File: src/rtl/dvp_rgb565_capture.sv
// DVP camera front end: samples PCLK-domain vsync/href/data, skips settling frames,
// packs byte pairs into RGB565 pixels and flags line/frame geometry errors.
module dvp_rgb565_capture #(
    parameter int unsigned FRAME_SKIP     = 10,
    parameter int unsigned H_ACTIVE       = 640,
    parameter int unsigned V_ACTIVE       = 480,
    parameter bit          BYTE_ORDER     = 1'b0,
    // Reset value of frame_cnt; nonzero only to exercise the wrap without 64k frames.
    parameter logic [15:0] FRAME_CNT_INIT = 16'h0000
) (
    input  logic        clk,
    input  logic        rst_n,
    input  logic        cam_vsync,
    input  logic        cam_href,
    input  logic [7:0]  cam_data,
    input  logic        cap_en,
    output logic [15:0] Dout,
    output logic        outEn,
    output logic        frame_start,
    output logic        frame_done,
    output logic        line_err,
    output logic        frame_err,
    output logic [15:0] frame_cnt
);

    localparam int unsigned DATA_W    = 8;
    localparam int unsigned PIX_W     = 2 * DATA_W;
    localparam logic [11:0] H_ACT12   = 12'(H_ACTIVE);
    localparam logic [11:0] V_ACT12   = 12'(V_ACTIVE);
    localparam logic [15:0] SKIP_LAST = (FRAME_SKIP == 0) ? 16'd0 : 16'(FRAME_SKIP - 1);

    typedef enum logic [1:0] {
        WAIT_VS,
        SKIP,
        ARMED,
        ACTIVE
    } state_t;

    function automatic logic [11:0] sat_inc12(input logic [11:0] v);
        return (v == 12'hFFF) ? v : v + 12'd1;
    endfunction

    function automatic logic [PIX_W-1:0] pack_pair(input logic [DATA_W-1:0] first,
                                                   input logic [DATA_W-1:0] second);
        return BYTE_ORDER ? {second, first} : {first, second};
    endfunction

    state_t              state;
    logic [15:0]         skip_cnt;
    logic [11:0]         line_cnt;
    logic [11:0]         pix_cnt;

    logic                vs_p0;
    logic                vs_p0_d;
    logic                href_p0;
    logic                href_p0_d;
    logic [DATA_W-1:0]   data_p0;

    logic                phase_p1;
    logic [DATA_W-1:0]   first_p1;

    logic                vld_p2;
    logic [PIX_W-1:0]    pix_p2;

    logic                vs_rise;
    logic                href_fall;
    logic                line_en;

    // Stage p0: register the camera bus once
    always_ff @(posedge clk or negedge rst_n) begin
        if (!rst_n) begin
            vs_p0     <= 1'b0;
            vs_p0_d   <= 1'b0;
            href_p0   <= 1'b0;
            href_p0_d <= 1'b0;
        end else begin
            vs_p0     <= cam_vsync;
            vs_p0_d   <= vs_p0;
            href_p0   <= cam_href;
            href_p0_d <= href_p0;
        end
    end

    always_ff @(posedge clk) begin
        data_p0 <= cam_data;
    end

    assign vs_rise   = vs_p0 & ~vs_p0_d;
    assign href_fall = ~href_p0 & href_p0_d;
    // A frame boundary aborts any line in flight, so packing pauses on that cycle.
    assign line_en   = (state == ACTIVE) && !vs_rise;

    // Frame-level control: settling skip, arming and frame bookkeeping
    always_ff @(posedge clk or negedge rst_n) begin
        if (!rst_n) begin
            state       <= WAIT_VS;
            skip_cnt    <= 16'd0;
            line_cnt    <= 12'd0;
            frame_start <= 1'b0;
            frame_done  <= 1'b0;
            frame_err   <= 1'b0;
            frame_cnt   <= FRAME_CNT_INIT;
        end else begin
            frame_start <= 1'b0;
            frame_done  <= 1'b0;
            frame_err   <= 1'b0;
            case (state)
                WAIT_VS: begin
                    skip_cnt <= 16'd0;
                    line_cnt <= 12'd0;
                    if (vs_rise) begin
                        state <= (FRAME_SKIP == 0) ? ARMED : SKIP;
                    end
                end
                SKIP: begin
                    line_cnt <= 12'd0;
                    if (vs_rise) begin
                        if (skip_cnt == SKIP_LAST) begin
                            state    <= ARMED;
                            skip_cnt <= 16'd0;
                        end else begin
                            skip_cnt <= skip_cnt + 16'd1;
                        end
                    end
                end
                ARMED: begin
                    line_cnt <= 12'd0;
                    if (vs_rise && cap_en) begin
                        state       <= ACTIVE;
                        frame_start <= 1'b1;
                    end
                end
                ACTIVE: begin
                    if (vs_rise) begin
                        frame_done <= 1'b1;
                        frame_err  <= (line_cnt != V_ACT12);
                        frame_cnt  <= frame_cnt + 16'd1;
                        line_cnt   <= 12'd0;
                        if (cap_en) begin
                            frame_start <= 1'b1;
                        end else begin
                            state <= ARMED;
                        end
                    end else if (href_fall) begin
                        line_cnt <= sat_inc12(line_cnt);
                    end
                end
                default: state <= WAIT_VS;
            endcase
        end
    end

    // Stage p1/p2: byte-phase tracking, pixel strobe and per-line checks
    always_ff @(posedge clk or negedge rst_n) begin
        if (!rst_n) begin
            phase_p1 <= 1'b0;
            pix_cnt  <= 12'd0;
            vld_p2   <= 1'b0;
            line_err <= 1'b0;
        end else begin
            vld_p2   <= 1'b0;
            line_err <= 1'b0;
            if (!line_en) begin
                phase_p1 <= 1'b0;
                pix_cnt  <= 12'd0;
            end else if (href_p0) begin
                phase_p1 <= ~phase_p1;
                if (phase_p1) begin
                    vld_p2  <= 1'b1;
                    pix_cnt <= sat_inc12(pix_cnt);
                end
            end else begin
                phase_p1 <= 1'b0;
                if (href_fall) begin
                    // A pending first byte means an odd byte count; it is simply dropped.
                    line_err <= (pix_cnt != H_ACT12) || phase_p1;
                    pix_cnt  <= 12'd0;
                end
            end
        end
    end

    always_ff @(posedge clk) begin
        if (line_en && href_p0) begin
            if (!phase_p1) begin
                first_p1 <= data_p0;
            end else begin
                pix_p2 <= pack_pair(first_p1, data_p0);
            end
        end
    end

    assign outEn = vld_p2;
    assign Dout  = vld_p2 ? pix_p2 : '0;

endmodule

File: config.mk
export PLATFORM = sky130hd
export DESIGN_NAME = dvp_rgb565_capture
export DESIGN_NICKNAME = d
export VERILOG_FILES = /design/src/rtl/dvp_rgb565_capture.sv
export SDC_FILE = /design/constraint.sdc
export NUM_CORES = 1
export LEC_CHECK = 0
export CORE_ASPECT_RATIO = 1.5
export CORE_MARGIN = 3
export CORE_UTILIZATION = 30
export CTS_CLUSTER_SIZE = 25
export DETAILED_ROUTE_END_ITERATION = 12
export DONT_BUFFER_PORTS = 1
export SKIP_CTS_REPAIR_TIMING = 1
export SLEW_MARGIN = 10
export SYNTH_ARGS = -nofsm -noshare
export SYNTH_HDL_FRONTEND = slang
export SYNTH_SLANG_ARGS = --single-unit
File: constraint.sdc
create_clock -name clk -period 2.9 [get_ports clk]
set_input_delay 0.58 -clock clk [delete_from_list [all_inputs] [get_ports clk]]
set_output_delay 0.58 -clock clk [all_outputs]
set_load 0.005 [all_outputs]
After elaboration in Yosys (flattened, before gate mapping)
Cells that the tools add are included. W data, S select, Z words.

Output and inout port bits: 37. Word-level logic and storage cells: 97. Register bits after elaboration: 100. Latch bits: 0. Bits in read-only memories: 0. Input port bits: 13. Memories kept: 0. Memory bits (writable): 0.

Add/sub/neg operators: 4. Shift-type cells: 0. Reductions and logical operators: 15. Mux-type cells: 36. Bitwise logic cells: 5. Div/mod/pow operators: 0. Multipliers: 0. Magnitude comparators: 0. Equality and inequality tests: 19.

Operators with widths (number): $mux W12 (8); $mux W16 (3); $add A16 B1 Y16 const B (2); $pmux W16 S2 (1); $add A12 B1 Y12 const B (2); $eq A12 B12 Y1 const B (2); $pmux W12 S2 (1); $eq A16 B4 Y1 const B (1); $mux W1 (15); $ne A3 B3 Y1 const B (5); $mux W2 (6); $ne A12 B10 Y1 const B (1); $ne A12 B9 Y1 const B (1); $ne A2 B2 Y1 const B (6); $reduce_and A2 Y1 (5); $pmux W2 S4 (1); $reduce_and A6 Y1 (1); $eq A2 B2 Y1 const B (2); $logic_and A1 B1 Y1 (3); $not A1 Y1 (3); $reduce_and A3 Y1 (1); $reduce_or A3 Y1 (1); $and A1 B1 Y1 (2); $eq A2 B1 Y1 const B (1); other kinds (5) (5).

Logic depth before layout (Yosys ltp)
Gate-level depths: netlist of the first run.

Depth after elaboration: 6. Mapped depth: 8. Depth with buffers taken out: 7.

Least setup slack after synthesis of the first run
OpenSTA, ideal clock, no wires.

Kind: register to register. Start: register vs_p0. End: register pix_p2[0] (enable). Stages on the path, launching flop included: 6. Slack: 0.713 ns. Arrival time: 1.799 ns. Required time: 2.512 ns. Path buffers: 2. Setup time: 0.388 ns. Clock period less this slack: 2.187 ns. Path through: dfrtp_1 nand2b_1 clkbuf_1 nand3_1 clkbuf_1 nor2_1.

Cells in the longest elaborated chain, start to end: 5.

RTL lines: start, declared (line 53) `logic vs_p0;`; start signal, assigned (line 77) `vs_p0 <= cam_vsync;`; $and A1 B1 Y1 (line 88) `assign vs_rise = vs_p0 & ~vs_p0_d;`; $logic_not A1 Y1 (line 91) `assign line_en = (state == ACTIVE) && !vs_rise;`; $logic_and A1 B1 Y1 (line 91); $logic_and A1 B1 Y1 (line 184) `if (line_en && href_p0) begin`; $reduce_and A2 Y1 (no line); end signal, assigned (line 188) `pix_p2 <= pack_pair(first_p1, data_p0);`; end, declared (line 63) `logic [PIX_W-1:0] pix_p2;`.

No other way between the ends. A chain may end at the register's enable or synchronous reset.

Worst setup path in the final report of the first run
Start: register skip_cnt[13]. End: register skip_cnt[0].

Cells in the longest elaborated chain, start to end: 4.

RTL lines: start, declared (line 49) `logic [15:0] skip_cnt;`; start signal, assigned (line 122) `skip_cnt <= skip_cnt + 16'd1;`; $eq A16 B4 Y1 (line 118) `if (skip_cnt == SKIP_LAST) begin`; $mux W16 (line 118); $mux W16 (line 117) `if (vs_rise) begin`; $pmux W16 S2 (line 107) `case (state)`.

No other way between the ends. The select of a mux whose other input is x is not followed.

==> metrics list, run 1 <==
- Count leader, synth: sky130_fd_sc_hd__dfrtp_1
- Result of the run: complete, no violations
* Number of endpoints failing setup at the final stage: 0
- During synthesis, Yosys emitted a total of 0 warnings.
* Area share of the largest cell type after synthesis: 39.31%
- Chip height: 153.1 um
- Critical Path End Type: register
- Clock sink count: 100
* Average vias per placed instance: 4.950
- Fraction of power consumed by sequential logic: 52.1%
* Wire length per cell after detailed routing: 13.82 um
* Simple-gate portion of the synthesized area: 20.66%
- Placed standard-cell area: 4576 um^2
* Final RePlAce weighted congestion: 0.8701
* Proportion of register bits with asynchronous set or reset after synthesis: 68.00%
* Gate count after technology mapping: 390
- Final-layout setup total negative slack: 0 ns
- When the netlist entered floorplanning its net count stood at 410.
- Sw frac: 26.74%
- Setup Skew: 0.008233 ns
* Adder-Cell Fraction of Synth Area: 2.023%
- Largest area contributor in the netlist: sky130_fd_sc_hd__dfrtp_1
* Sequential area share after synthesis: 59.65%
- Tcrit/Tclk final: 76.35%
* H-tree depth reported by CTS: 3
- The floorplan has 53 rows.
* Final HPWL DP: 5.803 mm
* Count of max-cap constraint violations: 0
- In this run, synthesis produced a sequential element count of 100.
- Post-synthesis mux area share: 0.2601%
- By count the netlist is led by 68 x sky130_fd_sc_hd__dfrtp_1, 36 x sky130_fd_sc_hd__nand2_1, 26 x sky130_fd_sc_hd__nor2_1.
* Largest buffer count on any clock path: 2
- STA classifies the critical path startpoint as a register.
- Setup repair after global routing left no endpoint under its margin.
- Relative to the synthesized area, the layout overhead comes to 13.12%.
* Power share of the clock group: 35.8%
- Register-to-Register Setup Slack: 0.69 ns
- Floorplan Core Area: 14060 um^2
- TritonCTS built the clock tree.
- Post-synth EDFFs: 24
* Pin count of the biggest net entering global routing: 69
* Worst IR drop on VDD: 0.2691 mV
- The finished cells cover 4897 um^2.
* Worst max-slew margin expressed relative to the limit: 63.55%
* Die W: 104.1 um
- Parity-gate share of the synthesized area counting xor and xnor cells: 5.867%
- In the global route stage, overall resource usage came out at 10.48%.
- Clock tree root driver cell: sky130_fd_sc_hd__clkbuf_16
* Net switching power: 850.7 uW
* Count of distinct cell types in the synthesized netlist: 52
- In this run the remaining antenna-violating nets after routing total 0.
- The analysis attributes to cell leakage a power of 0.001934 uW.
* DRC violations left: 0
- Final wirelength: 8.249 mm
- Clock period minus final worst setup slack: 2.214 ns
- End-of-flow core utilization: 34.83%
- For this design the ratio of total power to cell area is 649.6 nW/um^2.
- After synthesis, the cell types taking the most area are sky130_fd_sc_hd__dfrtp_1 39%, sky130_fd_sc_hd__edfxtp_1 17%, sky130_fd_sc_hd__dfxtp_1 3.7%, sky130_fd_sc_hd__xnor2_1 3.2%, sky130_fd_sc_hd__nand2_1 3.1%.
- The later pin in the worst-skew pair is clocked with a latency of 0.34 ns.
- Length of the first detailed-routing pass in iterations: 4
* Number of global-route vias before repair: 2826
- The floorplan step defined a die boundary enclosing 15940 um^2.
- For the worst setup path, the data required time is 3.12 ns.
- The total count of hold-check failures in the final report came to 0.
- Internal power comes to 2331 uW.
- Slew @ Worst Pin: 0.5417 ns
- The average instance in the mapped netlist occupies 11.10 um^2.
- Critical Path AT: 2.43 ns
* TritonCTS buffer count: 9
- After synthesis the cells add up to 4329 um^2.
* Compound-gate portion of the synthesized area: 9.509%
- Synth Flop Type: sky130_fd_sc_hd__dfrtp_1
- For this configuration, the core starts out at a cell density of 30.79%.
- Dominant combinational cell family by area after synthesis: simple AND/OR/NAND/NOR gates
- Via Count: 2955
- The number of antenna violations at the first check in global routing came to 1.
- Number of input and output port buffers inserted: 0
- Class of the worst hold path: in -> async
- Net count, final: 419
- Logic pwr share: 12.1%
- After global routing the overflow that remains totals 0.
- Pins Over Slew Limit: 0
- After clock tree synthesis, the clock-pin slew on the worst setup and hold paths is 0.07 ns.
- Largest fanout on the critical path: 11
- First-pass GRT wire length: 13.88 mm
- Cells with a size suffix above 1 make up 7.673% of the layout.
- Initial DRC Count: 150
- Fmax: 451.6 MHz
- Type of the worst setup path: reg -> reg
- Number of ports placed on the die boundary: 50
==> layout by cell type (no fill, tap or decap), drive strengths merged, types with 2 or more instances in the layout <==
| cell type | synthesis | routed |
|---|---|---|
| dfrtp | 68 | 68 |
| nand2 | 36 | 36 |
| nor2 | 26 | 26 |
| edfxtp | 24 | 24 |
| nand3 | 23 | 23 |
| o21ai | 23 | 23 |
| and2 | 17 | 17 |
| a21oi | 16 | 16 |
| xnor2 | 16 | 16 |
| nand4 | 13 | 13 |
| xor2 | 13 | 13 |
| inv | 11 | 12 |
| nor3 | 12 | 12 |
| clkbuf | 8 | 12 |
| and3 | 11 | 11 |
| dfxtp | 8 | 8 |
| buf | 2 | 8 |
| ha | 7 | 7 |
| o31ai | 6 | 6 |
| or4 | 6 | 6 |
| a31oi | 5 | 5 |
| nand2b | 4 | 4 |
| or3 | 4 | 4 |
| and4 | 3 | 3 |
| nor4 | 3 | 3 |
| nand4b | 2 | 2 |
| nor4b | 2 | 2 |
| nor2b | 2 | 2 |
| o41ai | 2 | 2 |
| clkinv | 0 | 2 |
==> worst paths after layout <==
path	depth (start not counted)	end	from
worst min-delay path	1	frame_cnt[7]$_DFFE_PN0P_	rst_n
worst max-delay path	5	skip_cnt[0]$_DFFE_PN0P_	skip_cnt[13]$_DFFE_PN0P_
worst max register to register	5	skip_cnt[0]$_DFFE_PN0P_	skip_cnt[13]$_DFFE_PN0P_
max in group asynchronous	1	pix_cnt[9]$_DFFE_PN0P_	rst_n
min in group clk	0	data_p0[1]$_DFF_P_	cam_data[1]
worst min register to register	0	pix_p2[13]$_DFFE_PP_	first_p1[5]$_DFFE_PP_
==> power groups by stage <==
stage               clock network, uW  registers, uW  logic [uW]
floorplan                           0           1640         297
global placement                    0           1680         361
detailed placement                  0           1690         369
CTS                              1180           1660         371
global route                     1230           1670         438
finish                           1140           1660         385
==> state kept, by name, indices dropped and copies added (netlist names) <==
| name | cells |
|---|---|
| data_p0 | 8 |
| frame_err | 1 |
| phase_p1 | 1 |
| pix_cnt | 12 |
| first_p1 | 8 |
| frame_done | 1 |
| frame_start | 1 |
| skip_cnt | 16 |
| outEn | 1 |
| state | 2 |
| href_p0 | 1 |
| href_p0_d | 1 |
| pix_p2 | 16 |
| frame_cnt | 16 |
| vs_p0 | 1 |
| vs_p0_d | 1 |
| line_err | 1 |
| line_cnt | 12 |
==> logic make-up (layout without fill, tap and decap cells) <==
group | count (synthesis) | count (layout)
AO/OA/AOI/OAI | 64 | 64
other | 0 | 1
XOR/XNOR | 29 | 29
buffers and inverters | 21 | 35
multiplexers | 1 | 1
flip-flops | 100 | 100
AND/OR/NAND/NOR | 168 | 168
adder cells (fa/ha/maj) | 7 | 7
==> metrics by stage <==
step	power (uW)	hold WS (ns)	worst slack, ns	instances
floorplan	1938	0.2844	0.7130	390
global placement	2041	0.2859	0.7281	579
detailed placement	2056	0.2855	0.7108	579
CTS	3214	-0.08681	0.6831	595
global route	3345	0.1336	0.5442	597
finish	3181	0.1173	0.6857	597
==> critical path: stages (launching register included) <==
cell and delay [ns]:
sky130_fd_sc_hd__dfrtp_1 0.43, sky130_fd_sc_hd__or4_4 0.56, sky130_fd_sc_hd__o41ai_4 0.55, sky130_fd_sc_hd__buf_4 0.26, sky130_fd_sc_hd__or2_2 0.20, sky130_fd_sc_hd__o21ai_0 0.09
==> cell type report <==
type	instances	area, um^2
clock inverters	4	30.03
multi-input cells	269	1659
fillers	1410	9161
flip-flops and latches	100	2582
repair buffers	8	80.08
diodes	1	2.502
clock buffers	12	261.5
inverters	11	41.29
well taps	192	240.2
==> metal layers <==
metal  vias up  track usage, %  share of wire (%)
met5         -               0                  0
met4         0           4.880                1.7
met3         8           2.028                2.6
met2        46           18.14                 53
met1      1477           12.50                 42
li1       1424               -                  -
No activity file was read; power rests on OpenSTA's default activity.
==> inputs of run 2 (changes only) <==
==> constraint.sdc (replaced) <==
create_clock -name clk -period 2 [get_ports clk]
set_input_delay 0.4 -clock clk [delete_from_list [all_inputs] [get_ports clk]]
set_output_delay 0.4 -clock clk [all_outputs]
set_load 0.005 [all_outputs]
==> run 2 against run 1 <==
Core utilization grew 1.2 points; routed wire length grew 3.8%; worst setup slack worse by 0.60 ns; combinational power up 77%; cell area is 3.3% higher; non-clock buffer count grew 18; fmax increased by 16%; clock skew barely moved; via count is 1.4% higher; critical endpoint is now skip_cnt[5]$_DFFE_PN0P_; largest cell class unchanged.
==> metrics list, run 2 (synthesized netlist as in run 1, its figures left out) <==
- Result of the run: complete, no violations
- The via count of the first global-routing pass is 2921 (+3.4%).
- The number of placed instances, taps included is 596 (+2.9%).
- Final HPWL DP: 5.930 mm (+2.2%)
- The critical path in this run is classified as reg -> reg.
- The largest registers in the layout are frame_cnt (16), pix_p2 (16), skip_cnt (16).
- The effective utilization at floorplan was 30.79% (unchanged).
- Critical Path End Type: register
- The pre-CTS worst setup slack was 0.06169 ns (-0.6491 ns).
- Antenna violations before repair: 0 (-1)
- Post-layout worst setup margin: 0.08834 ns (-0.5974 ns)
* Most frequent cells in the layout: 68 x sky130_fd_sc_hd__dfrtp_1, 36 x sky130_fd_sc_hd__nand2_1, 25 x sky130_fd_sc_hd__nor2_1
- TritonCTS clock tree: built
* Number of input and output port buffers inserted: 0 (unchanged)
- The number of violations reported at the end of detailed-routing iteration 0 was 167 (+11%).
- The critical path goes through or4_4, o41ai_4, buf_6, or2_2, o31ai_1.
- The detailed-route DRC error count came to 0 (unchanged).
* Via Count: 2997 (+1.4%)
* Number of rows in the core area: 53 (unchanged)
- The area inside the core boundary was 14060 um^2 (unchanged).
- Commonest non-fill, non-tap cell in the layout: sky130_fd_sc_hd__dfrtp_1
* Number of ports placed on the die boundary: 50 (unchanged)
- The post-CTS clock slew at the launch and capture registers of the worst setup and hold paths came to 0.07 ns (about the same).
* Pin count of the biggest net entering global routing: 69 (unchanged)
- Largest fanout on the critical path: 11 (unchanged)
- The sum of routed wire length over all layers came to 8.559 mm (+3.8%).
- TritonCTS buffer count: 9 (unchanged)
- The detailed-route wire length per cell came to 13.94 um (+0.89%).
- End-of-flow core utilization: 36.00% (+1.2 points)
- The top achievable clock speed came to 523.1 MHz (+16%).
* Critical Path AT: 2.13 ns (-0.30 ns)
- The min-delay analysis places its worst path in the category in -> reg.
- Fraction of layout cells with a size suffix above 1: 12.32% (+4.6 points)
- The number of standard cells in the layout, taps in and fillers out is 614 (+2.8%).
- The max-slew headroom at the worst pin was 61.22% (-2.3 points).
* Length of the first detailed-routing pass in iterations: 6 (+2)
* Signed area change from the synthesized netlist to the final layout: 16.91%
- The count of pins over their slew limit is 0 (unchanged).
- Chip height: 153.1 um (unchanged)
- Tcrit/Tclk final: 95.58% (+19 points)
* Average vias per placed instance: 4.881 (-1.4%)
- The final net count came to 437 (+4.3%).
* Leak Pwr: 0.002047 uW (+5.8%)
- Startpoint Class: register
* Combined flip-flop and latch cell area: 2582 um^2 (unchanged)
- Multi-input combinational cell area: 1678 um^2 (+1.1%)
- Die W: 104.1 um (unchanged)
- The deepest clock path buffer count came to 2 (unchanged).
- The number of sinks driven by the clock tree is 100 (unchanged).
- Clock tree root driver cell: sky130_fd_sc_hd__clkbuf_16
* Worst Reg2Reg Path Length in Cells: 5 (unchanged)
* Slew @ Worst Pin: 0.5763 ns (+0.03462 ns)
* Crit path required time: 2.22 ns (-0.90 ns)
- The longest individual stage delay on the worst path is 0.55 ns (about the same).
* Die Outline Area: 15940 um^2 (unchanged)
- The wire length of the first global-routing pass came to 14.29 mm (+2.9%).
* Clock latency on the worst-skew pair: 0.34 ns (about the same)
- For this design, the slowest cell found on the critical path is sky130_fd_sc_hd__or4_4.
- The setup violation total in the final timing report came to 0 (unchanged).
- Tot GR Track Use: 10.93% (+0.46 points)
- The final weighted congestion of routability-driven global placement is 0.8540 (-1.9%).
* Hold violation count in the final report: 0 (unchanged)
- Antenna diodes: 0 (-1)
- Fill cells: 1386 (-1.7%)
* Power Dens Cells: 938.9 nW/um^2 (+45%)
- Along the worst hold path, the cell count comes to 0.
- The maximum vdd drop is 0.3837 mV (+43%).
- The H-tree depth was 3 (unchanged).
- Count of max-cap constraint violations: 0 (unchanged)
- Setup Skew: 0.007739 ns (-0.0004936 ns)
- Clock period minus final worst setup slack: 1.912 ns (-0.3026 ns)
- GRT overflow: 0 (unchanged)
* Detail Route Antenna Nets: 0 (unchanged)
[run 2: worst max-delay path: cells and delay by family (launching register included)]
family | cells | cell delay (ns)
AND/OR/NAND/NOR | 2 | 0.75
AO/OA/AOI/OAI | 2 | 0.49
flip-flops | 1 | 0.38
buffers and inverters | 1 | 0.19
[run 2: path summary, 6_finish.rpt]
| check | start | slack, ns | end |
|---|---|---|---|
| worst max-delay path | skip_cnt[11]$_DFFE_PN0P_ | 0.09 | skip_cnt[5]$_DFFE_PN0P_ |
| worst min-delay path | cam_data[2] | 0.08 | data_p0[2]$_DFF_P_ |
| worst max register to register | skip_cnt[11]$_DFFE_PN0P_ | 0.09 | skip_cnt[5]$_DFFE_PN0P_ |
| worst min register to register | vs_p0$_DFF_PN0_ | 0.40 | vs_p0_d$_DFF_PN0_ |
| max in group asynchronous | rst_n | 1.12 | href_p0$_DFF_PN0_ |
| min in group asynchronous | rst_n | 0.57 | frame_cnt[14]$_DFFE_PN0P_ |
[run 2: layout make-up]
type | instances | share of cell area (%)
Tap cell | 192 | 4.747
Clock inverter | 4 | 0.5933
Multi-Input combinational cell | 269 | 33.15
Timing Repair Buffer | 26 | 4.376
Clock buffer | 12 | 5.290
Sequential cell | 100 | 51.03
Inverter | 11 | 0.8158
[run 2: per-stage QoR]
| step | setup TNS [ns] | instance area [um^2] | power [uW] | hold WS [ns] |
|---|---|---|---|---|
| global placement | 0 | 4711 | 3044 | 0.1059 |
| floorplan | 0 | 4337 | 2816 | 0.1044 |
| detailed placement | 0 | 4711 | 3066 | 0.1055 |
| CTS | 0 | 5009 | 4780 | -0.2724 |
| global route | -0.008322 | 5061 | 4992 | 0.05847 |
| finish | 0 | 5061 | 4752 | 0.08089 |
[run 2: power by group]
part           leakage (uW)  switching [uW]  internal (uW)
clock network      0.000144             733            958
registers           0.00121             138           2240
logic              0.000697             415            265
[run 2: layer usage]
layer | part of all wire, % | track usage (%) | wire (um)
met1 | 41 | 11.91 | 3496
met2 | 54 | 19.97 | 4613
met3 | 2.6 | 2.155 | 226
met4 | 2.6 | 5.577 | 224
met5 | 0 | 0 | 0
